==> config.mk <==
export PLATFORM = sky130hd
export DESIGN_NAME = uart_cmd_parser
export DESIGN_NICKNAME = d
export VERILOG_FILES = /design/src/rtl/uart_cmd_parser.sv
export SDC_FILE = /design/constraint.sdc
export NUM_CORES = 1
export LEC_CHECK = 0
export CAP_MARGIN = 10
export CORE_MARGIN = 2
export CORE_UTILIZATION = 49
export CTS_BUF_LIST = sky130_fd_sc_hd__clkbuf_2
export CTS_CLUSTER_SIZE = 25
export DETAILED_ROUTE_END_ITERATION = 16
export PLACE_DENSITY = 0.78
export SKIP_LAST_GASP = 1
export SLEW_MARGIN = 10
export SYNTH_ARGS = -nofsm -noshare
export SYNTH_HDL_FRONTEND = slang
export SYNTH_SLANG_ARGS = --single-unit
==> constraint.sdc <==
create_clock -name clk -period 2.5 [get_ports clk]
set_input_delay 0.25 -clock clk [delete_from_list [all_inputs] [get_ports clk]]
set_output_delay 0.25 -clock clk [all_outputs]
set_load 0.01 [all_outputs]
==> src/rtl/uart_cmd_parser.sv <==
`timescale 1ns/1ps
// ASCII line-command parser: turns "w addr data" / "r addr" lines from a UART
// receiver into local-bus cycles and streams hex read data or "?" back out.
module uart_cmd_parser #(
  parameter int ADDR_W = 16,
  parameter int DATA_W = 32,
  parameter int ACK_TO = 1023
) (
  input  logic              clk,
  input  logic              reset_n,
  input  logic              rx_rdy,
  input  logic [7:0]        rx_byte,
  output logic              bus_wr,
  output logic              bus_rd,
  output logic [ADDR_W-1:0] bus_addr,
  output logic [DATA_W-1:0] bus_wdata,
  input  logic [DATA_W-1:0] bus_rdata,
  input  logic              bus_ack,
  output logic              tx_valid,
  output logic [7:0]        tx_byte,
  input  logic              tx_ready,
  output logic              err_strb
);
  localparam int NA   = ADDR_W / 4;
  localparam int ND   = DATA_W / 4;
  localparam int CW   = $clog2(ND + 2);
  localparam int TW   = $clog2(ACK_TO + 1);
  localparam int IW   = $clog2(ND + 1);
  localparam int DW_B = $clog2(DATA_W);

  localparam logic [7:0]    CH_CR    = 8'h0D;
  localparam logic [7:0]    CH_LF    = 8'h0A;
  localparam logic [7:0]    CH_SP    = 8'h20;
  localparam logic [7:0]    CH_Q     = 8'h3F;
  localparam logic [CW-1:0] CNT_ZERO = CW'(32'd0);
  localparam logic [CW-1:0] CNT_ONE  = CW'(32'd1);
  localparam logic [CW-1:0] CNT_NA   = CW'(NA);
  localparam logic [CW-1:0] CNT_ND   = CW'(ND);
  localparam logic [TW-1:0] TO_ZERO  = TW'(32'd0);
  localparam logic [TW-1:0] TO_ONE   = TW'(32'd1);
  localparam logic [TW-1:0] TO_LAST  = TW'(ACK_TO) - TO_ONE;
  localparam logic [IW-1:0] IDX_ZERO = IW'(32'd0);
  localparam logic [IW-1:0] IDX_ONE  = IW'(32'd1);
  localparam logic [IW-1:0] LAST_IDX = IW'(ND);

  typedef enum logic [2:0] {
    S_IDLE  = 3'd0,
    S_SP1   = 3'd1,
    S_ADDR  = 3'd2,
    S_DATA  = 3'd3,
    S_BUS   = 3'd4,
    S_RESP  = 3'd5,
    S_FLUSH = 3'd6
  } state_t;

  function automatic logic is_hex(input logic [7:0] b);
    return ((b >= 8'h30) && (b <= 8'h39)) || ((b >= 8'h41) && (b <= 8'h46)) ||
           ((b >= 8'h61) && (b <= 8'h66));
  endfunction

  // Letters A-F and a-f share the low nibble 1..6.
  function automatic logic [3:0] hex_val(input logic [7:0] b);
    logic [3:0] v;
    if (b <= 8'h39) v = b[3:0];
    else            v = b[3:0] + 4'd9;
    return v;
  endfunction

  function automatic logic [7:0] hex_chr(input logic [3:0] n);
    logic [7:0] c;
    if (n < 4'd10) c = 8'h30 + {4'h0, n};
    else           c = 8'h37 + {4'h0, n};
    return c;
  endfunction

  // Byte idx of the reply: "?" LF on error, else ND hex digits MS first then LF.
  function automatic logic [7:0] resp_byte(input logic [IW-1:0] idx, input logic rerr,
                                           input logic [DATA_W-1:0] d);
    logic [7:0]      c;
    logic [IW-1:0]   rev;
    logic [DW_B-1:0] pos;
    rev = LAST_IDX - IDX_ONE - idx;
    pos = DW_B'({rev, 2'b00});
    if (rerr)                 c = (idx == IDX_ZERO) ? CH_Q : CH_LF;
    else if (idx < LAST_IDX)  c = hex_chr(d[pos +: 4]);
    else                      c = CH_LF;
    return c;
  endfunction

  state_t            state_q, state_d;
  logic              op_wr_q, op_wr_d;
  logic [ADDR_W-1:0] addr_q, addr_d;
  logic [DATA_W-1:0] data_q, data_d;
  logic [CW-1:0]     cnt_q, cnt_d;
  logic [TW-1:0]     to_q, to_d;
  logic              wr_q, wr_d, rd_q, rd_d;
  logic [IW-1:0]     idx_q, idx_d;
  logic              rerr_q, rerr_d;
  logic              txv_q, txv_d;
  logic [7:0]        txb_q, txb_d;
  logic              err_q, err_d;
  logic              bad_s, rx_hex_s, rx_eol_s, rx_sp_s;
  logic [3:0]        nib_s;
  logic [IW-1:0]     last_s;

  assign rx_hex_s = is_hex(rx_byte);
  assign rx_eol_s = (rx_byte == CH_CR) || (rx_byte == CH_LF);
  assign rx_sp_s  = (rx_byte == CH_SP);
  assign nib_s    = hex_val(rx_byte);
  assign last_s   = rerr_q ? IDX_ONE : LAST_IDX;

  // Next-state, accumulators, bus handshake and reply sequencing
  always_comb begin
    state_d = state_q;  op_wr_d = op_wr_q;  addr_d = addr_q;  data_d = data_q;
    cnt_d   = cnt_q;    to_d    = to_q;     wr_d   = wr_q;    rd_d   = rd_q;
    idx_d   = idx_q;    rerr_d  = rerr_q;   txv_d  = txv_q;   txb_d  = txb_q;
    err_d   = 1'b0;     bad_s   = 1'b0;
    case (state_q)
      S_IDLE: begin
        if (rx_rdy) begin
          if ((rx_byte == 8'h77) || (rx_byte == 8'h57)) begin
            op_wr_d = 1'b1; state_d = S_SP1;
          end else if ((rx_byte == 8'h72) || (rx_byte == 8'h52)) begin
            op_wr_d = 1'b0; state_d = S_SP1;
          end else if (rx_eol_s) begin
            state_d = S_IDLE;
          end else begin
            bad_s = 1'b1;
          end
        end else begin
          state_d = S_IDLE;
        end
      end
      S_SP1: begin
        if (rx_rdy && rx_sp_s) begin
          state_d = S_ADDR; addr_d = {ADDR_W{1'b0}}; cnt_d = CNT_ZERO;
        end else begin
          bad_s = rx_rdy;
        end
      end
      S_ADDR: begin
        if (!rx_rdy) begin
          state_d = S_ADDR;
        end else if (rx_hex_s && (cnt_q != CNT_NA)) begin
          addr_d = {addr_q[ADDR_W-5:0], nib_s}; cnt_d = cnt_q + CNT_ONE;
        end else if (rx_sp_s && op_wr_q && (cnt_q != CNT_ZERO)) begin
          state_d = S_DATA; data_d = {DATA_W{1'b0}}; cnt_d = CNT_ZERO;
        end else if (rx_eol_s && !op_wr_q && (cnt_q != CNT_ZERO)) begin
          state_d = S_BUS; rd_d = 1'b1; to_d = TO_ZERO;
        end else begin
          bad_s = 1'b1;
        end
      end
      S_DATA: begin
        if (!rx_rdy) begin
          state_d = S_DATA;
        end else if (rx_hex_s && (cnt_q != CNT_ND)) begin
          data_d = {data_q[DATA_W-5:0], nib_s}; cnt_d = cnt_q + CNT_ONE;
        end else if (rx_eol_s && (cnt_q != CNT_ZERO)) begin
          state_d = S_BUS; wr_d = 1'b1; to_d = TO_ZERO;
        end else begin
          bad_s = 1'b1;
        end
      end
      S_BUS: begin
        err_d = rx_rdy;
        if (bus_ack) begin
          wr_d = 1'b0; rd_d = 1'b0;
          if (rd_q) begin
            data_d = bus_rdata; state_d = S_RESP; idx_d = IDX_ZERO; rerr_d = 1'b0;
            txv_d = 1'b1; txb_d = hex_chr(bus_rdata[DATA_W-1 -: 4]);
          end else begin
            state_d = S_IDLE;
          end
        end else if (to_q == TO_LAST) begin
          wr_d = 1'b0; rd_d = 1'b0; err_d = 1'b1;
          state_d = S_RESP; idx_d = IDX_ZERO; rerr_d = 1'b1; txv_d = 1'b1; txb_d = CH_Q;
        end else begin
          to_d = to_q + TO_ONE;
        end
      end
      S_RESP: begin
        err_d = rx_rdy;
        if (txv_q && tx_ready) begin
          if (idx_q == last_s) begin
            txv_d = 1'b0; state_d = S_IDLE;
          end else begin
            idx_d = idx_q + IDX_ONE;
            txb_d = resp_byte(idx_q + IDX_ONE, rerr_q, data_q);
          end
        end else begin
          state_d = S_RESP;
        end
      end
      S_FLUSH: begin
        if (rx_rdy && rx_eol_s) begin
          state_d = S_RESP; idx_d = IDX_ZERO; rerr_d = 1'b1; txv_d = 1'b1; txb_d = CH_Q;
        end else begin
          state_d = S_FLUSH;
        end
      end
      default: begin
        state_d = S_IDLE; wr_d = 1'b0; rd_d = 1'b0; txv_d = 1'b0;
      end
    endcase
    // An offending EOL already ends the line, so skip FLUSH and reply at once.
    if (bad_s) begin
      err_d = 1'b1;
      if (rx_eol_s) begin
        state_d = S_RESP; idx_d = IDX_ZERO; rerr_d = 1'b1; txv_d = 1'b1; txb_d = CH_Q;
      end else begin
        state_d = S_FLUSH;
      end
    end else begin
      state_d = state_d;
    end
  end

  // State and datapath registers
  always_ff @(posedge clk or negedge reset_n) begin
    if (!reset_n) begin
      state_q <= S_IDLE;  op_wr_q <= 1'b0;  addr_q <= {ADDR_W{1'b0}};
      data_q  <= {DATA_W{1'b0}};  cnt_q <= CNT_ZERO;  to_q <= TO_ZERO;
      wr_q    <= 1'b0;  rd_q <= 1'b0;  idx_q <= IDX_ZERO;  rerr_q <= 1'b0;
      txv_q   <= 1'b0;  txb_q <= 8'h00;  err_q <= 1'b0;
    end else begin
      state_q <= state_d;  op_wr_q <= op_wr_d;  addr_q <= addr_d;
      data_q  <= data_d;   cnt_q   <= cnt_d;    to_q   <= to_d;
      wr_q    <= wr_d;     rd_q    <= rd_d;     idx_q  <= idx_d;  rerr_q <= rerr_d;
      txv_q   <= txv_d;    txb_q   <= txb_d;    err_q  <= err_d;
    end
  end

  assign bus_wr    = wr_q;
  assign bus_rd    = rd_q;
  assign bus_addr  = addr_q;
  assign bus_wdata = data_q;
  assign tx_valid  = txv_q;
  assign tx_byte   = txb_q;
  assign err_strb  = err_q;
endmodule
==> reports/results.ini, run 1 <==
[status]
outcome = finished, final reports clean

[power_and_ir_drop]
p_int_w = 0.00431
p_leak_nw = 3.06
power_frac_clock_pct = 9.6
comb_power_share_pct = 59.0
p_per_area_nw_per_um2 = 1060
switching_share_pct = 43.5
irDropWorstVdd_v = 0.000698
p_seq_share_pct = 31.5
finalPower_w = 0.00763
switchingPower_w = 0.00332

[setup_path]
critPathMaxStageDelay_ns = 0.48
worst_setup_path_start_kind = flip-flop
worstPathRequired_ns = 2.97
crit_arrival_ns = 2.87
cp-end-kind = flip-flop
cp_common_cell = buf_4
critical_path.top_delay_family = simple AND/OR/NAND/NOR gates
path_buf_inv = 2
path_max_fanout = 5
worst_path_max_delay_cell = dfrtp_1
worstSetupPathType = flip-flop to flip-flop
cp_cell_sequence = ha_2, buf_4, xor2_1, buf_4, mux2i_2, ha_1, or2_0, a21oi_2, nor2_1, or3_1

[yosys]
netlist_instances = 575
synth-seq-cells = 83
ys_seq_area_share_pct = 38.8
synthesis.nets = 633
yosysWarnings = 0
synth-main-ff-cell = dfrtp_1
synth-xor-area-share_pct = 1.31
synth_top_area_share_pct = 38.8
synth_top_family_by_area = compound AO/OA/AOI/OAI gates
synth_cell_type_count = 75
syn_area_per_cell_um2 = 9.32
ys_async_sr_fraction_pct = 100
synth_area_leader_cell = dfrtp_1
synth_area_leaders = dfrtp_1 (39%), mux2_1 (6.9%), nand2_1 (5.2%)
synth_compound_area_share_pct = 22.4
synthSimpleGateAreaFrac_pct = 18.0
synth_edf_count = 0
synth_fa_ha_area_share_pct = 3.04
netlist_area_um2 = 5360
synthMuxAreaShare_pct = 12.4

[timing]
tns_ns = 0
fin_ws_ns = 0.105
rsz0062_at_grt = true
drv_slew = 0
period_minus_slack_ns = 2.39
relSlewSlack_pct = 59.8
setup_violations = 0
skew_ns = 0.0378
fmax_mhz = 418
final_hold_viol_count = 0
worst_pin_slew_ns = 0.599
fin_crit_sh_pct = 95.8

[route]
firstDrtPassIters = 5
viasPerCell = 6.06
drt_iter0_drc = 375
wl_um = 16300
vias = 5315
wl_per_cell_um = 18.5
ant_nets = 0
drc = 0

[grt]
grt_max_degree = 51
grt_pass1_wl_um = 26600
track_usage_pct = 28.9
antenna_found_initial = 1
grt.overflow.total = 0
grt_pass1_vias = 5339

[place]
globalplace.congestion = 0.978
post-place-ws_ns = -0.256
placed_area_um2 = 7020
io_buffers = 104
dp_hpwl_um = 12200

[cts]
clock_path_buffers = 2
cts_tree = yes
clk_latency_ns = 0.56
htree_levels = 3
root_buffer = clkbuf_2
cts_buffers = 9
clock_sinks = 83
clkSlewWorstSetupHoldPaths_ns = 0.25

[flow_run]
drv_cap = 0

[finish]
layout.nets = 790
stdcell_area_um2 = 7200
drive_above_1_share_pct = 16.4
final_util_pct = 67.0
areaGrowthSynthToFinish_pct = 34.3

[die]
io_pins = 105
core_area_um2 = 10700
initial_utilization_pct = 49.9
die-height_um = 109
num_rows = 38
die_area_um2 = 11800
die_x_um = 109

[min_path]
hold_path_class = input port to asynchronous set/reset pin

==> cell type report <==
class | instances | area, µm²
Multi-Input combinational cell | 441 | 3120
Tap cell | 140 | 175
Sequential cell | 83 | 2080
Clock buffer | 9 | 45.0
Inverter | 20 | 75.1
Antenna cell | 1 | 2.50
Timing Repair Buffer | 177 | 1640
Fill cell | 867 | 3550
Clock inverter | 6 | 65.1
==> per-layer routing <==
metal	track usage (%)	routed length (µm)	part of all wire, %
met3	4.22	1180	7.2
met4	14.5	434	2.7
met2	43.8	7490	46
met1	40.4	7170	44
met5	0	0	0
==> synth_stat cells (all sizes together), types with 8 or more instances <==
library cell / number
nand2: 74
mux2: 37
a22o: 27
clkbuf: 22
mux4: 8
a31oi: 16
nand3: 21
ha: 13
nor3: 17
inv: 20
nand4: 10
dfrtp: 83
o21ai: 46
a21oi: 24
buf: 9
nor2: 26
==> registers in the layout (all words and copies together), names as in the netlist <==
| signal | count |
|---|---|
| tx_byte | 8 |
| rerr_q | 1 |
| bus_wr | 1 |
| err_strb | 1 |
| bus_rd | 1 |
| bus_addr | 16 |
| to_q | 10 |
| idx_q | 4 |
| cnt_q | 4 |
| bus_wdata | 32 |
| tx_valid | 1 |
| op_wr_q | 1 |
| state_q | 3 |
==> worst reg2reg max path, cell delays in order, from the launching register on <==
cell,delay (ns)
dfrtp_1,0.48
ha_2,0.22
buf_4,0.15
xor2_1,0.13
buf_4,0.17
mux2i_2,0.17
ha_1,0.20
or2_0,0.25
a21oi_2,0.16
nor2_1,0.07
or3_1,0.34
==> cell families after synthesis <==
| kind of cell | after synthesis |
|---|---|
| compound gates | 173 |
| xor+xnor | 8 |
| simple gates | 195 |
| mux | 52 |
| fa+ha+maj | 13 |
| flops | 83 |
| buf+inv | 51 |
==> power by group through the flow <==
stage | clock, W | sequential (W) | combinational, W
after detailed placement | 0 | 0.00241 | 0.00435
after global routing | 0.000799 | 0.00248 | 0.00488
after CTS | 0.000738 | 0.00238 | 0.00438
after global placement | 0 | 0.00237 | 0.00426
after floorplan | 0 | 0.00235 | 0.00236
final | 0.000730 | 0.00240 | 0.00450
==> metrics by stage <==
step	std cells	hold slack (ns)
6_report	877	0.131
3_5_place_dp	858	0.240
5_1_grt	877	0.149
2_1_floorplan	575	-0.0456
4_1_cts	874	0.133
3_3_place_gp	858	0.231
==> layout by cell type, fill, tap and decap left out, drive strengths merged, types with 9 or more instances in the layout <==
cell type      count
a31oi             16
a22o              27
nand3             21
o21ai             46
clkdlybuf4s50    103
inv               22
nor3              17
a21oi             24
ha                13
clkbuf             9
nand4             10
buf               73
dfrtp             83
mux2              37
nand2             74
nor2              26
==> worst paths after layout <==
check	end	startpoint	depth (start not counted)	slack, ns
min reg2reg	bus_addr[12]	bus_addr[12]	2	0.52
max reg2reg	tx_byte[4]	idx_q[0]	10	0.11
min in group clk	bus_wdata[19]	bus_rdata[19]	3	0.39
max in group asynchronous	to_q[6]	reset_n	3	1.70
min	cnt_q[0]	reset_n	2	0.13
max	tx_byte[4]	idx_q[0]	10	0.11
==> repair_timing <==
item,in CTS,in global routing
hold buffers,1,0
setup endpoints to repair,1,13
resized for setup,1,11
pin swaps,0,6
setup buffers,0,2
hold endpoints to repair,33,0
No activity file was read; power rests on OpenSTA's default activity.
==> run 2, diff against run 1 <==
Settings changed: CORE_MARGIN 2 to 10, RECOVER_POWER set to 50.
==> run 2 against run 1 <==
  * Sequential power fell by 2%
  * Via count up 2.1%
  * Clock skew fell by 0.0080 ns
  * Clock power grew 18%
  * Critical path type unchanged
  * Largest cell class unchanged
  * Wire length is 7.7% higher
  * Sequential share of layout area decreased by 0.39 points
  * Maximum frequency shrank 2.3%
  * Count of clock-buffer cells in the layout grew 2
  * Critical endpoint unchanged
  * First-iteration DRC count is 65% higher
  * Core utilization increased by 0.70 points
  * Design area increased by 1.5%
  * Register-to-register slack lost 0.06 ns
==> reports/results.ini, run 2 (synthesized netlist as in run 1, its figures left out) <==
[status]
outcome = finished, final reports clean

[die]
num_rows = 38  ; unchanged
initial_utilization_pct = 49.7  ; -0.22 points
die_area_um2 = 15500  ; +32%
die_x_um = 125  ; +15%
die-height_um = 125  ; +15%
core_area_um2 = 10800  ; +0.44%
io_pins = 105  ; unchanged

[grt]
antenna_found_initial = 1  ; unchanged
grt_max_degree = 44  ; -14%
grt.overflow.total = 0  ; unchanged
track_usage_pct = 22.1  ; -6.8 points
grt_pass1_vias = 5494  ; +2.9%
grt_pass1_wl_um = 28700  ; +7.9%

[timing]
fin_ws_ns = 0.0490  ; -0.0563 ns
skew_ns = 0.0298  ; -0.00799 ns
hold_ws_ns = 0.368  ; +0.237 ns
fmax_mhz = 408  ; -2.3%
final_hold_viol_count = 0  ; unchanged
relSlewSlack_pct = 26.6  ; -33 points
setup_violations = 0  ; unchanged
worst_pin_slew_ns = 1.10  ; +0.502 ns
drv_slew = 0  ; unchanged
fin_crit_sh_pct = 98.0  ; +2.3 points
period_minus_slack_ns = 2.45  ; +0.0563 ns

[cts]
clock_path_buffers = 2  ; unchanged
clk_latency_ns = 0.58  ; +0.02 ns
htree_levels = 3  ; unchanged
clock_sinks = 83  ; unchanged
clkSlewWorstSetupHoldPaths_ns = 0.25  ; about the same
cts_tree = yes
cts_buffers = 9  ; unchanged
root_buffer = clkbuf_2

[finish]
final_common_cell = dfrtp_1
final_cell_mix = dfrtp_1 (81), buf_4 (79), clkdlybuf4s50_1 (76)
largest_reg_flops = 32  ; unchanged
drive_above_1_share_pct = 18.3  ; +1.9 points
areaGrowthSynthToFinish_pct = 36.3
n_fill_cell = 810  ; -6.6%
register_area_um2 = 2080  ; +0.12%
layout.nets = 801  ; +1.4%
multiInputGateArea_um2 = 3140  ; +0.80%

[route]
drc = 0  ; unchanged
wl_um = 17500  ; +7.7%
viasPerCell = 6.10  ; +0.71%
vias = 5426  ; +2.1%
wl_per_cell_um = 19.7  ; +6.2%
ant_nets = 0  ; unchanged
drt_iter0_drc = 620  ; +65%
firstDrtPassIters = 6  ; +1

[setup_path]
worstPathRequired_ns = 2.98  ; about the same
worstSetupPathType = flip-flop to flip-flop
cp-end-kind = flip-flop
path_max_fanout = 5  ; unchanged
crit_arrival_ns = 2.93  ; +0.06 ns
worst_setup_path_start_kind = flip-flop

[power_and_ir_drop]
p_leak_nw = 3.19  ; +4.2%
irDropWorstVdd_v = 0.000694  ; -0.58%
p_per_area_nw_per_um2 = 1080  ; +1.8%

[min_path]
hold_path_class = input port to asynchronous set/reset pin

[place]
globalplace.congestion = 0.951  ; -2.7%
dp_hpwl_um = 12900  ; +5.3%
post-place-ws_ns = -0.253  ; +0.00337 ns
io_buffers = 104  ; unchanged

[flow_run]
drv_cap = 0  ; unchanged

==> run 2: cell count changes in the layout (fill, tap and decap cells not counted), moves of 4 or more <==
cell             change
dlygate4sd3_1       +27
buf_4               +10
clkdlybuf4s50_1     -27
clkbuf_2             +4
==> run 2: worst paths after layout <==
| check | startpoint | endpoint | slack, ns | cells after the start |
|---|---|---|---|---|
| worst min-delay path | reset_n | cnt_q[1] | 0.37 | 2 |
| worst min register to register | bus_addr[12] | bus_addr[12] | 0.51 | 2 |
| worst max register to register | idx_q[1] | tx_byte[4] | 0.05 | 10 |
| worst max-delay path | idx_q[1] | tx_byte[4] | 0.05 | 10 |
| min in group clk | bus_rdata[16] | bus_wdata[16] | 0.37 | 3 |
| max in group asynchronous | reset_n | idx_q[1] | 0.51 | 3 |
==> run 2: what timing repair did <==
item	4_1_cts	5_1_grt
pin swaps	0	8
endpoints found under the setup margin	3	45
hold buffers	1	0
gates resized for setup	3	16
endpoints found under the hold margin	42	0
buffers inserted	0	7
==> run 2: through the flow <==
| stage | setup TNS (ns) | utilization, % | cell area, µm² | std cells | total power [W] |
|---|---|---|---|---|---|
| 6_report | 0 | 67.7 | 7300 | 889 | 0.00788 |
| 5_1_grt | -0.154 | 67.7 | 7300 | 889 | 0.00840 |
| 4_1_cts | -0.0102 | 66.9 | 7220 | 882 | 0.00770 |
| 3_5_place_dp | -8.17 | 65.4 | 7060 | 865 | 0.00679 |
| 3_3_place_gp | -6.33 | 65.4 | 7060 | 865 | 0.00667 |
| 2_1_floorplan | 0 | - | 5360 | 575 | 0.00471 |
==> run 2: layout make-up <==
cell class              instances  share of cell area, %
diodes                          1                 0.0343
clock buffers                  11                  0.754
clock inverters                 5                   1.18
inverters                      20                   1.03
multi-input cells             441                   43.0
flip-flops and latches         83                   28.5
well taps                     140                   2.40
repair buffers                188                   23.1
==> run 2: layer usage <==
layer | part of all wire, % | wire, µm | GRT usage, %
met1 | 43 | 7460 | 28.9
met2 | 47 | 8310 | 34.9
met3 | 7.2 | 1260 | 4.55
met4 | 2.8 | 485 | 8.57
met5 | 0 | 0 | 0
==> run 2: critical path, cell delays in order (launching register included) <==
cell and delay (ns):
dfrtp_2 0.50, ha_4 0.19, buf_4 0.15, xor2_1 0.15
buf_4 0.18, mux2i_2 0.18, ha_2 0.20, or2_4 0.23
a21oi_2 0.17, nor2_1 0.07, or3_1 0.34
==> run 2: report_power, final <==
part / total (W) / switching (W) / internal [W]
logic: 0.00466 / 0.00236 / 0.00230
clock network: 0.000862 / 0.000515 / 0.000347
registers: 0.00236 / 0.000559 / 0.00180
total: 0.00788 / 0.00343 / 0.00445
==> run 3, diff against run 2 <==
Settings changed: ABC_AREA set to 1, CORE_UTILIZATION 49 to 45, PLACE_DENSITY 0.78 to 0.72.
==> run 3 against run 2 <==
  * Register-to-register slack gained 0.16 ns
  * Sequential share of layout area up 1.5 points
  * Clock power is 21% higher
  * Largest cell class unchanged
  * Die area grew 9.8%
==> reports/results.ini, run 3 <==
[timing]
relSlewSlack_pct = 27.2  ; +0.58 points
hold_ws_ns = 0.296  ; -0.0722 ns
period_minus_slack_ns = 2.29  ; -0.163 ns
drv_slew = 0  ; unchanged
skew_ns = 0.0351  ; +0.00532 ns
fin_ws_ns = 0.212  ; +0.163 ns
worst_pin_slew_ns = 1.09  ; -0.00877 ns
rsz0062_at_grt = false
fmax_mhz = 437  ; +7.1%
final_hold_viol_count = 0  ; unchanged
tns_ns = 0  ; unchanged
fin_crit_sh_pct = 91.5  ; -6.5 points
setup_violations = 0  ; unchanged

[place]
post-place-ws_ns = 0.0874  ; +0.340 ns
dp_hpwl_um = 11900  ; -7.3%
io_buffers = 104  ; unchanged
globalplace.congestion = 0.880  ; -7.4%

[cts]
cts_buffers = 9  ; unchanged
htree_levels = 3  ; unchanged
root_buffer = clkbuf_2
clock_path_buffers = 2  ; unchanged
clock_sinks = 83  ; unchanged
cts_tree = yes
clkSlewWorstSetupHoldPaths_ns = 0.24  ; about the same
clk_latency_ns = 0.59  ; about the same

[power_and_ir_drop]
comb_power_share_pct = 56.5  ; -2.6 points
p_int_w = 0.00370  ; -17%
p_seq_share_pct = 28.4  ; -1.6 points
p_per_area_nw_per_um2 = 990  ; -8.2%
power_frac_clock_pct = 15.2  ; +4.3 points
p_leak_nw = 3.23  ; +1.4%
switching_share_pct = 46.1  ; +2.6 points
irDropWorstVdd_v = 0.000574  ; -17%
switchingPower_w = 0.00317  ; -7.7%
finalPower_w = 0.00687  ; -13%

[setup_path]
crit_arrival_ns = 2.77  ; -0.16 ns
worst_setup_path_start_kind = flip-flop
path_max_fanout = 27  ; +22
cp-end-kind = flip-flop
worstSetupPathType = flip-flop to flip-flop
worstPathRequired_ns = 2.98  ; about the same

[yosys]
synth_top_area_share_pct = 37.8  ; -0.99 points
synth_edf_count = 0  ; unchanged
synth_cell_type_count = 43  ; -43%
ys_async_sr_fraction_pct = 100  ; unchanged
ys_seq_area_share_pct = 37.8  ; -0.99 points
synth-main-ff-cell = dfrtp_1
synthesis.nets = 832  ; +31%
synth_area_leaders = dfrtp_1 (38%), nand2_1 (14%), o21ai_0 (6.7%)
netlist_area_um2 = 5500  ; +2.6%
synth-seq-cells = 83  ; unchanged
syn_area_per_cell_um2 = 7.10  ; -24%
yosysWarnings = 0  ; unchanged
netlist_instances = 774  ; +35%
synth_area_leader_cell = dfrtp_1
synth_common_cells = nand2_1 (204), inv_1 (97), dfrtp_1 (83)
yosysMostFrequentCell = nand2_1

[die]
die-height_um = 131  ; +4.8%
num_rows = 40  ; +5.3%
core_area_um2 = 12000  ; +11%
die_area_um2 = 17000  ; +9.8%
die_x_um = 131  ; +4.8%
io_pins = 105  ; unchanged
initial_utilization_pct = 45.8  ; -3.9 points

[finish]
final_cell_mix = nand2_1 (203), inv_1 (96), dfrtp_1 (82)
largest_reg_flops = 32  ; unchanged
areaGrowthSynthToFinish_pct = 26.2
n_fill_cell = 1132  ; +40%
layout.nets = 940  ; +17%
drive_above_1_share_pct = 9.58  ; -8.7 points
final_common_cell = nand2_1
antenna_cells = 0  ; -1

[grt]
grt_pass1_wl_um = 25800  ; -10%
grt_pass1_vias = 5143  ; -6.4%
grt.overflow.total = 0  ; unchanged
antenna_found_initial = 0  ; -1
grt_max_degree = 51  ; +16%
track_usage_pct = 18.7  ; -3.4 points

[route]
wl_per_cell_um = 15.2  ; -23%
drt_iter0_drc = 472  ; -24%
viasPerCell = 5.20  ; -15%
drc = 0  ; unchanged
ant_nets = 0  ; unchanged
wl_um = 15800  ; -10%
vias = 5372  ; -1.0%
firstDrtPassIters = 8  ; +2

[status]
outcome = finished, final reports clean

[flow_run]
drv_cap = 0  ; unchanged

[min_path]
hold_path_class = input port to flip-flop

run 3: changes by cell type in the layout (fill, tap and decap cells not counted), sizes merged, moves of 8 or more:
cell   delta
xor2     +12
inv      +85
o21ai    +63
nand3    +38
mux4      -8
nand2   +138
mux2     -36
a22o     -27
buf      -63
nor2     +35
a31oi    -14
run 3: layout make-up:
class	instances	area (µm²)	area share, %
inverter	106	402	5.79
sequential	83	2080	30.0
clock inverter	6	136	1.97
timing repair inverter	1	5.00	0.0721
clock buffer	10	50.0	0.721
multi-input combinational	556	2860	41.3
tap	147	184	2.65
timing repair buffer	125	1220	17.6
run 3: repair_timing:
action                     4_1_cts  5_1_grt
setup endpoints to repair        0        7
resized for setup                0       11
hold endpoints to repair        42        0
hold buffers                     1        0
setup buffers                    0        2
run 3: worst paths after layout:
path | startpoint | endpoint | slack [ns] | depth (start not counted)
max | idx_q[0] | tx_byte[4] | 0.21 | 16
min | bus_rdata[6] | bus_wdata[6] | 0.30 | 5
max reg2reg | idx_q[0] | tx_byte[4] | 0.21 | 16
min reg2reg | bus_addr[12] | bus_addr[12] | 0.51 | 2
max in group asynchronous | reset_n | idx_q[0] | 0.47 | 3
min in group asynchronous | reset_n | bus_wdata[7] | 0.35 | 2
run 3: logic make-up after synthesis:
group                    share of synthesized area, %
AND/OR/NAND/NOR                                  29.7
buffers and inverters                            10.7
XOR/XNOR                                         2.66
flip-flops                                       37.8
AO/OA/AOI/OAI                                    16.0
multiplexers                                    0.205
adder cells (fa/ha/maj)                          2.96
run 3: layer usage:
layer	vias up	GRT usage [%]	part of all wire [%]
li1	2726	-	-
met1	2483	24.7	46
met2	152	30.0	46
met3	11	4.67	6.7
met4	0	4.45	0.98
met5	-	0	0
run 3: metrics by stage:
step                cell area [µm²]  utilization [%]  std cells
floorplan                      5500                -        774
global placement               6690             55.7       1014
detailed placement             6690             55.7       1014
CTS                            6890             57.4       1031
global route                   6940             57.8       1034
finish                         6940             57.8       1034
run 3: power groups by stage:
stage	Clock [W]	Combinational, W	Sequential [W]
2_1_floorplan	0	0.00247	0.00204
3_3_place_gp	0	0.00381	0.00196
3_5_place_dp	0	0.00383	0.00197
4_1_cts	0.00106	0.00386	0.00194
5_1_grt	0.00112	0.00436	0.00199
6_report	0.00104	0.00388	0.00195
run 3: worst max-delay path, stage by stage (launching register included):
cell and delay [ns]:
dfrtp_2 0.49, buf_12 0.17, ha_2 0.23, xnor2_1 0.16, buf_4 0.17, nand2_1 0.07
nand2_2 0.08, inv_1 0.05, ha_1 0.20, nand2_1 0.07, nand3_1 0.11, nand2_1 0.08
nand2_1 0.05, nand2_1 0.08, nand2_1 0.06, nand2_1 0.05, nand2_1 0.05
